==> src/rtl/ritc_align_sequencer.sv <==
// RITC input datapath alignment sequencer: sweeps IDELAY taps per channel, finds the
// widest matching window, loads its centre tap and retries with bitslips on failure.
module ritc_align_sequencer #(
    parameter int NUM_CH   = 6,
    parameter int NTAPS    = 32,
    parameter int SETTLE   = 16,
    parameter int CHECK    = 64,
    parameter int MIN_WIN  = 4,
    parameter int MAX_SLIP = 4
) (
    input  logic              user_clk_i,
    input  logic              user_rst_n_i,
    input  logic              start_i,
    input  logic [NUM_CH-1:0] match_i,
    output logic              busy_o,
    output logic              done_o,
    output logic              error_o,
    output logic [NUM_CH-1:0] fail_ch_o,
    output logic              bus_sel_o,
    output logic              bus_wr_o,
    output logic [3:0]        bus_addr_o,
    output logic [31:0]       bus_dat_o
);

    localparam int CNT_W = $clog2(((SETTLE > CHECK) ? SETTLE : CHECK) + 1);
    localparam int SLP_W = $clog2(MAX_SLIP + 1);
    localparam int LEN_W = $clog2(NTAPS + 1);
    localparam logic [CNT_W-1:0] SETTLE_M1 = CNT_W'(SETTLE - 1);
    localparam logic [CNT_W-1:0] CHECK_M1  = CNT_W'(CHECK - 1);
    localparam logic [2:0]       CH_LAST   = 3'(NUM_CH - 1);
    localparam logic [4:0]       TAP_LAST  = 5'(NTAPS - 1);

    typedef enum logic [4:0] {
        IDLE, EN, EN_GAP, RST, RST_WAIT,
        SET_TAP, SET_GAP, LOAD, SETTLE_W, CHECK_W, NEXT_TAP,
        EVAL, SLIP, SLIP_WAIT,
        CENTER, CENTER_GAP, CENTER_LOAD, NEXT_CH, DONE
    } state_t;

    state_t             state_q, state_d;
    logic [2:0]         ch_q, ch_d;
    logic [4:0]         tap_q, tap_d;
    logic [SLP_W-1:0]   slips_q, slips_d;
    logic [CNT_W-1:0]   cnt_q, cnt_d;
    logic               good_q, good_d;
    logic [4:0]         run_start_q, run_start_d;
    logic [4:0]         best_start_q, best_start_d;
    logic [4:0]         center_q, center_d;
    logic [LEN_W-1:0]   run_len_q, run_len_d;
    logic [LEN_W-1:0]   best_len_q, best_len_d;
    logic [NUM_CH-1:0]  fail_q, fail_d;
    logic               error_q, error_d;
    logic               clr_win;
    logic [LEN_W-1:0]   nlen;
    logic [4:0]         nstart;
    logic [31:0]        ch_mask;

    assign ch_mask   = 32'd1 << ch_q;
    assign busy_o    = (state_q != IDLE) && (state_q != DONE);
    assign done_o    = (state_q == DONE);
    assign error_o   = error_q;
    assign fail_ch_o = fail_q;

    always_ff @(posedge user_clk_i or negedge user_rst_n_i) begin
        if (!user_rst_n_i) begin
            state_q      <= IDLE;
            ch_q         <= '0;
            tap_q        <= '0;
            slips_q      <= '0;
            cnt_q        <= '0;
            good_q       <= 1'b0;
            run_start_q  <= '0;
            run_len_q    <= '0;
            best_start_q <= '0;
            best_len_q   <= '0;
            center_q     <= '0;
            fail_q       <= '0;
            error_q      <= 1'b0;
        end else begin
            state_q      <= state_d;
            ch_q         <= ch_d;
            tap_q        <= tap_d;
            slips_q      <= slips_d;
            cnt_q        <= cnt_d;
            good_q       <= good_d;
            run_start_q  <= run_start_d;
            run_len_q    <= run_len_d;
            best_start_q <= best_start_d;
            best_len_q   <= best_len_d;
            center_q     <= center_d;
            fail_q       <= fail_d;
            error_q      <= error_d;
        end
    end

    always_comb begin
        state_d      = state_q;
        ch_d         = ch_q;
        tap_d        = tap_q;
        slips_d      = slips_q;
        cnt_d        = cnt_q;
        good_d       = good_q;
        run_start_d  = run_start_q;
        run_len_d    = run_len_q;
        best_start_d = best_start_q;
        best_len_d   = best_len_q;
        center_d     = center_q;
        fail_d       = fail_q;
        error_d      = error_q;
        clr_win      = 1'b0;
        nlen         = '0;
        nstart       = run_start_q;
        bus_sel_o    = 1'b0;
        bus_wr_o     = 1'b0;
        bus_addr_o   = 4'h0;
        bus_dat_o    = 32'd0;

        unique case (state_q)
            IDLE: begin
                if (start_i) begin
                    fail_d  = '0;
                    error_d = 1'b0;
                    state_d = EN;
                end
            end
            EN: begin
                bus_sel_o = 1'b1;
                bus_wr_o  = 1'b1;
                state_d   = EN_GAP;
            end
            EN_GAP: state_d = RST;
            RST: begin
                bus_sel_o = 1'b1;
                bus_wr_o  = 1'b1;
                bus_dat_o = 32'd2;
                cnt_d     = SETTLE_M1;
                state_d   = RST_WAIT;
            end
            RST_WAIT: begin
                if (cnt_q == '0) begin
                    ch_d    = '0;
                    slips_d = '0;
                    clr_win = 1'b1;
                    state_d = SET_TAP;
                end else begin
                    cnt_d = cnt_q - 1'b1;
                end
            end
            SET_TAP: begin
                bus_sel_o  = 1'b1;
                bus_wr_o   = 1'b1;
                bus_addr_o = 4'h2;
                bus_dat_o  = {21'd0, ch_q, 3'd0, tap_q};
                state_d    = SET_GAP;
            end
            SET_GAP: state_d = LOAD;
            LOAD: begin
                bus_sel_o  = 1'b1;
                bus_wr_o   = 1'b1;
                bus_addr_o = 4'h3;
                bus_dat_o  = ch_mask;
                cnt_d      = SETTLE_M1;
                state_d    = SETTLE_W;
            end
            SETTLE_W: begin
                if (cnt_q == '0) begin
                    cnt_d   = CHECK_M1;
                    good_d  = 1'b1;
                    state_d = CHECK_W;
                end else begin
                    cnt_d = cnt_q - 1'b1;
                end
            end
            CHECK_W: begin
                good_d = good_q & match_i[ch_q];
                if (cnt_q == '0) begin
                    state_d = NEXT_TAP;
                end else begin
                    cnt_d = cnt_q - 1'b1;
                end
            end
            NEXT_TAP: begin
                // Strict '>' keeps the earliest of equally long windows.
                if (good_q) begin
                    nlen   = run_len_q + LEN_W'(1);
                    nstart = (run_len_q == '0) ? tap_q : run_start_q;
                end
                run_len_d   = nlen;
                run_start_d = nstart;
                if (nlen > best_len_q) begin
                    best_len_d   = nlen;
                    best_start_d = nstart;
                end
                if (tap_q != TAP_LAST) begin
                    tap_d   = tap_q + 1'b1;
                    state_d = SET_TAP;
                end else begin
                    state_d = EVAL;
                end
            end
            EVAL: begin
                if (best_len_q >= LEN_W'(MIN_WIN)) begin
                    center_d = best_start_q + 5'((best_len_q - LEN_W'(1)) >> 1);
                    state_d  = CENTER;
                end else if (slips_q < SLP_W'(MAX_SLIP)) begin
                    state_d = SLIP;
                end else begin
                    fail_d[ch_q] = 1'b1;
                    center_d     = '0;
                    state_d      = CENTER;
                end
            end
            SLIP: begin
                bus_sel_o  = 1'b1;
                bus_wr_o   = 1'b1;
                bus_addr_o = 4'h1;
                bus_dat_o  = ch_mask;
                slips_d    = slips_q + 1'b1;
                clr_win    = 1'b1;
                cnt_d      = SETTLE_M1;
                state_d    = SLIP_WAIT;
            end
            SLIP_WAIT: begin
                if (cnt_q == '0) begin
                    state_d = SET_TAP;
                end else begin
                    cnt_d = cnt_q - 1'b1;
                end
            end
            CENTER: begin
                bus_sel_o  = 1'b1;
                bus_wr_o   = 1'b1;
                bus_addr_o = 4'h2;
                bus_dat_o  = {21'd0, ch_q, 3'd0, center_q};
                state_d    = CENTER_GAP;
            end
            CENTER_GAP: state_d = CENTER_LOAD;
            CENTER_LOAD: begin
                bus_sel_o  = 1'b1;
                bus_wr_o   = 1'b1;
                bus_addr_o = 4'h3;
                bus_dat_o  = ch_mask;
                state_d    = NEXT_CH;
            end
            NEXT_CH: begin
                if (ch_q != CH_LAST) begin
                    ch_d    = ch_q + 1'b1;
                    slips_d = '0;
                    clr_win = 1'b1;
                    state_d = SET_TAP;
                end else begin
                    state_d = DONE;
                end
            end
            DONE: begin
                error_d = |fail_q;
                state_d = IDLE;
            end
            default: state_d = IDLE;
        endcase

        if (clr_win) begin
            tap_d        = '0;
            run_start_d  = '0;
            run_len_d    = '0;
            best_start_d = '0;
            best_len_d   = '0;
        end
    end

endmodule

==> config.mk <==
export PLATFORM = sky130hd
export DESIGN_NAME = ritc_align_sequencer
export DESIGN_NICKNAME = d
export VERILOG_FILES = /design/src/rtl/ritc_align_sequencer.sv
export SDC_FILE = /design/constraint.sdc
export NUM_CORES = 1
export LEC_CHECK = 0
export BUFFER_PORTS_ARGS = -buffer_cell sky130_fd_sc_hd__buf_4
export CAP_MARGIN = 20
export CELL_PAD_IN_SITES_DETAIL_PLACEMENT = 0
export CELL_PAD_IN_SITES_GLOBAL_PLACEMENT = 1
export CORE_UTILIZATION = 44
export DETAILED_ROUTE_END_ITERATION = 10
export PLACE_DENSITY_LB_ADDON = 0.25
export SLEW_MARGIN = 20
export SYNTH_ARGS = -nofsm -noshare
export SYNTH_HDL_FRONTEND = slang
export SYNTH_SLANG_ARGS = --single-unit
==> constraint.sdc <==
create_clock -name user_clk_i -period 3.6 [get_ports user_clk_i]
set_clock_uncertainty 0.1 [all_clocks]
set_input_delay 0.72 -clock user_clk_i [delete_from_list [all_inputs] [get_ports user_clk_i]]
set_output_delay 0.72 -clock user_clk_i [all_outputs]
set_load 0.05 [all_outputs]
==> results of run 1 <==
## metrics by stage
step	cell area, µm²	total power, µW
final	4450	1230
after global routing	4450	1290
after CTS	4450	1250
after detailed placement	4280	738
after global placement	4280	738
after floorplan	4160	737
## layer usage
metal  share of wire, %  GRT usage (%)  wire (µm)
met1                 49           27.7       4470
met2                 45           32.8       4140
met3                4.0           2.65        369
met4                2.0           9.18        179
met5                  0              0          0
## critical path: cells and delay by family (launching register included)
family	cells	cell delay, ns
AOI/OAI and AO/OA	3	0.91
DFF	1	0.58
and+or+nand+nor	1	0.33
buffers and inverters	2	0.27
## cells by family (layout without fill, tap and decap cells)
family / count (synthesis) / count (layout) / share of synthesized area, %
flip-flops: 58 / 58 / 35.6
buffers and inverters: 70 / 79 / 9.48
multiplexers: 29 / 29 / 7.24
adder cells (fa/ha/maj): 26 / 26 / 8.16
AO/OA/AOI/OAI: 89 / 89 / 14.5
XOR/XNOR: 16 / 16 / 3.44
other: 1 / 23 / 0.0920
AND/OR/NAND/NOR: 162 / 162 / 21.5
## cells in the final DEF (no fill, tap or decap), types with 10 or more instances in the layout
master / n
ha_1: 25
nand2_1: 34
dfrtp_1: 58
nor2_1: 50
conb_1: 23
a21oi_1: 16
buf_4: 37
o21ai_1: 13
inv_1: 24
xnor2_1: 10
mux2i_1: 25
nand3_1: 15
o21ai_0: 20
## power groups by stage
stage	clock, µW	combinational, µW	sequential [µW]
final	507	73.6	652
after global routing	559	78.9	651
after CTS	527	74.6	651
after detailed placement	0	74.6	664
after global placement	0	74.5	664
after floorplan	0	73.4	664
## final timing paths
path | startpoint | to | slack, ns | depth (start not counted)
min in group user_clk_i | slips_q[0] | slips_q[0] | 0.40 | 1
max in group asynchronous | user_rst_n_i | good_q | 2.54 | 1
setup reg to reg | run_len_q[0] | best_len_q[2] | 0.81 | 9
hold reg to reg | slips_q[0] | slips_q[0] | 0.40 | 1
setup / recovery | state_q[1] | bus_dat_o[3] | 0.34 | 6
hold / removal | user_rst_n_i | state_q[4] | 0.35 | 1
## flip-flops by register name, indices dropped and copies added, names as in the netlist
| name | count |
|---|---|
| run_len_q | 6 |
| best_start_q | 5 |
| tap_q | 5 |
| slips_q | 3 |
| good_q | 1 |
| state_q | 5 |
| ch_q | 3 |
| best_len_q | 6 |
| fail_ch_o | 6 |
| center_q | 5 |
| cnt_q | 7 |
| error_o | 1 |
| run_start_q | 5 |
## area by class of cell
type,instances,area (µm²),area share [%]
inverters,26,97.6,2.19
clock inverters,5,31.3,0.703
clock buffers,11,131,2.95
multi-input cells,345,2320,52.2
repair buffers,37,278,6.25
well taps,108,135,3.04
flip-flops and latches,58,1450,32.6
==> run summary, run 1 <==
Htree depth: 3
Worst Path Required: 2.78 ns
Leakage: 0.00220 µW
Critical path start-end classification: reg -> out
Slowest cell delay on critical path: 0.58 ns
Largest area contributor in the netlist: dfrtp_1
Gr ovfl total: 0
Maximum clock frequency: 0.307 GHz
Crit-path cells: and3b_1 > a21oi_1 > o21ai_1 > a222oi_1 > inv_1 > buf_4
Total GRT Usage: 20.4%
Warnings from Yosys: 0
Area growth, synth to finish: 9.05%
Max transition margin: 49.5%
Max_cap viols: 0
Switch share: 26.5%
Worst min path class: in -> async
Port Buf Inserts: 32
Final slew viol count: 0
# rows: 34
Core ar.: 8850 µm²
Peak supply drop: 170 µV
Utilization after layout: 50.3%
Setup Fix Bufs, Post-CTS: 0
Setup tns final: 0 ns
Detailed Place HPWL: 6830 µm
Place WS: 0.714 ns
Boundary Pins: 56
First-pass GRT wire length: 15500 µm
CP Max Fanout: 17
Final Wtd Congestion: 0.851
CP max stage cell: dfrtp_1
Worst-Skew Late Latency: 0.33 ns
Antenna viol nets, final: 0
Minimum clock period: 3.26 ns
DP Cell Count: 574
Hold Vio Cnt, Final: 0
Comb power frac: 6.0%
Synth top area share: 35.6%
Library cells used by synthesis: 62
Worst-case clock buffer depth: 2
Die Ht: 98.3 µm
Syn_area_per_cell: 9.04 µm²
Post-CTS Hold Buffers: 0
Drt wl/cell: 15.5 µm
Sequential fraction of the synthesis area: 35.6%
Root Driver: clkbuf_8
Power per cell area: 277 nW/µm²
Failing checks: design-rule violations
Worst setup margin: 0.342 ns
Sink Count: 58
Syn Inst Count: 451
Switching Power: 327 µW
Clock power share: 41.2%
Post-synthesis cell area: 4080 µm²
Largest net degree at the start of global routing: 59
Final setup viols: 0
Critical path arrival: 2.44 ns
Least-Margin Pin Slew: 0.757 ns
Number of synthesized register bits: 58
Via count: 3237
Worst hold slack: 0.351 ns
Clk slew on worst S/H paths: 0.07 ns
Post-synth EDFFs: 0
DR vias/cell: 5.49
Diodes inserted: 0
RSZ-0062 raised after global routing: no
Count leader, synth: dfrtp_1
Startpoint Class: flip-flop
Final Instance Count excl. Fillers: 590
Status: finished, violations left
Drt pass-1 iters: 10
Ys async rst share: 100%
Flop pwr share: 52.9%
Die footprint: 9660 µm²
Worst setup EP type: primary output
First DRT Iteration DRCs: 127
Number of global-route vias before repair: 3102
Cell internal pwr: 906 µW
Share of post-route cells with drive strength above 1: 14.1%
Top_reg_cell synth: dfrtp_1
CTS buffer count: 9
Period utilization: 90.5%
Initial antenna violation count: 0
Starting Density: 46.1%
Total wire length: 9160 µm
Fillers: 861
Synth top area cells: dfrtp_1 (36%), ha_1 (7.7%), mux2i_1 (6.1%)
Die X: 98.3 µm
Layout net count: 512
TritonCTS clock tree: built
# DRC: 1
Post_cts resized: 0
Post-synth top cells: dfrtp_1 (58), nor2_1 (50), nand2_1 (34)
Power figures use the tool's default switching activity.
==> run 2: changes to the inputs <==
- CORE_UTILIZATION: 44 -> 48
- clock period: 3.6 -> 4.1 ns (I/O delays scaled with it)
==> run 2 against run 1 <==
Net effect:
- the run now ends clean
- sequential share of layout area is essentially flat
- critical path depth did not move
- power decreased by 9.1%
- final area up 0.11%
- sequential cell count stayed put
- worst setup slack gained 0.40 ns
- count of clock-buffer cells in the layout fell by 1
- critical path type unchanged
- critical endpoint unchanged
==> run summary, run 2 (synthesis results as in run 1) <==
Area growth, synth to finish: 9.17%
Status: completed
Most frequent cells in the layout: dfrtp_1 (58), nor2_1 (50), buf_4 (36), nand2_1 (34)
Final slew viol count: 0
Power per cell area: 252 nW/µm²
Final setup viols: 0
Die footprint: 8870 µm²
Detailed Place HPWL: 6790 µm
Fillers: 777
Peak supply drop: 122 µV
Largest net degree at the start of global routing: 59
Slowest cell delay on critical path: 0.58 ns
Die X: 94.2 µm
Layout net count: 511
DR vias/cell: 5.59
Htree depth: 3
First-pass GRT wire length: 15200 µm
Share of post-route cells with drive strength above 1: 14.3%
Gr ovfl total: 0
Final Instance Count excl. Fillers: 586
TritonCTS clock tree: built
Commonest non-fill, non-tap cell in the layout: dfrtp_1
Diodes inserted: 0
CP Max Fanout: 17
# DRC: 0
Top reg by flops: cnt_q
Worst-case clock buffer depth: 2
Minimum clock period: 3.36 ns
Post_cts resized: 0
Starting Density: 49.6%
Least-Margin Pin Slew: 0.763 ns
Drt pass-1 iters: 5
Setup tns final: 0 ns
Port Buf Inserts: 32
DP Cell Count: 570
Drt wl/cell: 15.7 µm
Initial antenna violation count: 0
Worst setup EP type: primary output
CP max stage cell: dfrtp_1
Total wire length: 9220 µm
Antenna viol nets, final: 0
Clk slew on worst S/H paths: 0.07 ns
Worst min path class: reg -> reg
Number of global-route vias before repair: 3055
Max reg flops: 7
Maximum clock frequency: 0.297 GHz
Final Wtd Congestion: 0.858
First DRT Iteration DRCs: 157
Crit-path cells: and3b_1 > a21oi_1 > o21ai_1 > a222oi_1 > inv_1 > buf_4
Setup Fix Bufs, Post-CTS: 0
Leakage: 0.00220 µW
CTS buffer count: 9
Post-CTS Hold Buffers: 0
Worst Path Required: 3.18 ns
Root Driver: clkbuf_8
Startpoint Class: flip-flop
Hold Vio Cnt, Final: 0
Die Ht: 94.2 µm
RSZ-0062 raised after global routing: no
Max_cap viols: 0
Worst-Skew Late Latency: 0.34 ns
Total GRT Usage: 22.5%
Max transition margin: 49.1%
Period utilization: 82.0%
Register-to-register setup slack: 1.27 ns
Core ar.: 8220 µm²
Critical path arrival: 2.44 ns
Boundary Pins: 56
Critical path start-end classification: reg -> out
Sink Count: 58
# rows: 33
Via count: 3276
-- run 2: worst max-delay path: cells and delay by family (launching register included) --
family / cells / cell delay (ns)
buffers and inverters: 2 / 0.26
flip-flops: 1 / 0.58
AO/OA/AOI/OAI: 3 / 0.92
AND/OR/NAND/NOR: 1 / 0.33
-- run 2: cell type report --
type / count / area, µm² / share of cell area, %
multi-input combinational: 345 / 2320 / 52.2
clock inverter: 6 / 41.3 / 0.927
sequential: 58 / 1450 / 32.6
timing repair buffer: 36 / 270 / 6.07
tap: 105 / 131 / 2.95
inverter: 26 / 97.6 / 2.19
clock buffer: 10 / 138 / 3.09
-- run 2: power by group --
part           switching (µW)  internal (µW)  leakage (µW)
Sequential             0.0151            572      0.000781
Combinational            58.6           6.03       0.00133
Clock                     248            235     0.0000847
Total                     307            813       0.00220
-- run 2: worst paths after layout --
kind,depth (start not counted),to,from
hold / removal,2,fail_ch_o[2],fail_ch_o[2]
setup reg to reg,9,best_len_q[2],run_len_q[0]
setup / recovery,6,bus_dat_o[3],state_q[1]
max in group asynchronous,1,good_q,user_rst_n_i
hold reg to reg,2,fail_ch_o[2],fail_ch_o[2]
min in group asynchronous,1,state_q[3],user_rst_n_i
-- run 2: layer usage --
metal  share of wire [%]  global-route usage (%)  up-vias
li1                    -                       -     1591
met1                  48                    31.9     1556
met2                  45                    33.6      119
met3                 6.0                    5.42       10
met4                 1.6                    7.31        0
met5                   0                       0        -
-- run 2: through the flow --
step	power (µW)	hold slack (ns)	cell area (µm²)	util (%)	worst slack, ns
after floorplan	648	0.349	4160	-	0.128
after global routing	1160	0.436	4450	54.2	0.449
after global placement	648	0.391	4270	52.0	1.21
after detailed placement	648	0.398	4270	52.0	1.12
final	1120	0.409	4450	54.2	0.738
after CTS	1130	0.415	4450	54.2	0.744
==> run 3: changes to the inputs <==
- CORE_UTILIZATION: 48 -> 40
- clock period: 4.1 -> 3 ns (I/O delays scaled with it)
==> run 3 against run 2 <==
Net effect:
- final area is 4.9% higher
- first-iteration DRC count fell by 27%
- via count increased by 0.85%
- global-route usage decreased by 2.6 points
- register-to-register slack got worse by 0.93 ns
==> run summary, run 3 (synthesis results as in run 1) <==
Port Buf Inserts: 32
Boundary Pins: 56
Worst setup EP type: primary output
Starting Density: 41.5%
Top reg by flops: cnt_q
Worst-Skew Late Latency: 0.34 ns
Setup tns final: 0 ns
Number of global-route vias before repair: 3109
Final Wtd Congestion: 0.828
Most frequent cells in the layout: dfrtp_1 (58), nor2_1 (49), buf_4 (46), nand2_1 (34)
Worst min path class: in -> async
Period utilization: 95.8%
Design Power: 1690 µW
Least-Margin Pin Slew: 0.775 ns
Layout net count: 523
Initial antenna violation count: 0
Slowest cell delay on critical path: 0.48 ns
Drt pass-1 iters: 5
Diodes inserted: 0
First DRT Iteration DRCs: 114
# rows: 36
CP Max Fanout: 18
Crit-path cells: buf_6 > nor3_2 > nand2_1 > o21ai_2 > a222oi_1 > inv_1 > buf_4
Die footprint: 10600 µm²
Power per cell area: 362 nW/µm²
Minimum clock period: 2.87 ns
Peak supply drop: 155 µV
TritonCTS clock tree: built
Maximum clock frequency: 0.348 GHz
Hold Vio Cnt, Final: 0
Critical path start-end classification: reg -> out
RSZ-0062 raised after global routing: no
Worst-case clock buffer depth: 2
Largest net degree at the start of global routing: 59
Die Ht: 103 µm
Max transition margin: 48.4%
Root Driver: clkbuf_8
First-pass GRT wire length: 15900 µm
Die X: 103 µm
Final Instance Count excl. Fillers: 626
CP max stage cell: dfrtp_1
Final slew viol count: 0
FF-to-FF Start: run_len_q[2]
Sink Count: 58
Worst Path Required: 2.30 ns
Share of post-route cells with drive strength above 1: 17.6%
Commonest non-fill, non-tap cell in the layout: dfrtp_1
Htree depth: 3
CP startpoint: state_q[0]
Antenna viol nets, final: 0
CTS buffer count: 9
Delay-heaviest family, CP: compound AO/OA/AOI/OAI gates
Detailed Place HPWL: 7150 µm
DR vias/cell: 5.28
Clk slew on worst S/H paths: 0.08 ns
Status: completed
# DRC: 0
Fillers: 962
Core ar.: 9820 µm²
Total GRT Usage: 20.0%
Crit path buf inv count: 3
Via count: 3304
Gr ovfl total: 0
DP Cell Count: 607
Drt wl/cell: 15.5 µm
Area growth, synth to finish: 14.5%
Leakage: 0.00230 µW
Critical path arrival: 2.17 ns
Final setup viols: 0
Total wire length: 9680 µm
Max reg flops: 7
Max_cap viols: 0
Startpoint Class: flip-flop
[run 3: changes by cell type in the layout (fill, tap and decap cells not counted), sizes merged]
cell      delta
buf         +12
clkinv       -1
clkinvlp     -1
bufinv       +2
[run 3: through the flow]
step / cell area (µm²) / util [%] / setup WS [ns] / hold WS [ns]
after floorplan: 4170 / - / -0.0581 / 0.204
after global placement: 4390 / 44.7 / 0.269 / 0.385
after detailed placement: 4390 / 44.7 / 0.158 / 0.402
after CTS: 4610 / 47.0 / 0.0132 / 0.244
after global routing: 4670 / 47.6 / 0.00795 / 0.260
final: 4670 / 47.6 / 0.126 / 0.203
[run 3: path summary, 6_finish.rpt]
| check | end | slack, ns | cells past startpoint |
|---|---|---|---|
| worst max-delay path | bus_dat_o[3] | 0.13 | 7 |
| worst min-delay path | state_q[3] | 0.20 | 1 |
| worst max register to register | best_start_q[1] | 0.34 | 11 |
| worst min register to register | fail_ch_o[2] | 0.41 | 2 |
| max in group asynchronous | best_start_q[1] | 2.05 | 1 |
| min in group user_clk_i | fail_ch_o[2] | 0.41 | 2 |
[run 3: final cells by class]
class	instances	area [µm²]	share of cell area (%)
well taps	133	166	3.56
flip-flops and latches	58	1450	31.1
clock inverters	6	88.8	1.90
repair buffers	48	377	8.06
clock buffers	10	138	2.95
multi-input cells	345	2350	50.4
inverters	26	97.6	2.09
[run 3: power breakdown]
part	total (µW)	internal, µW	switching, µW	leakage [µW]
clock	823	491	332	0.000109
combinational	88.6	8.25	80.3	0.00141
sequential	782	782	0.00747	0.000781
[run 3: timing repair]
action,CTS,global route
endpoints found under the setup margin,0,11
resized for setup,0,5
setup buffers,0,3
hold buffers,0,0
[run 3: worst register-to-register path, delay by kind of cell, from the launching register on]
family	cells	cell delay, ns
DFF	1	0.41
and+or+nand+nor	4	0.87
AOI/OAI and AO/OA	4	0.64
adders and majority gates	1	0.20
buffers and inverters	2	0.31
[run 3: layer usage]
metal  track usage [%]  part of all wire [%]  up-vias  wire, µm
met5                 0                     0        -         0
met4              8.13                   2.0        0       191
met3              3.46                   3.2       14       308
met2              32.9                    47       74      4510
met1              26.0                    48     1598      4670
li1                  -                     -     1618         -
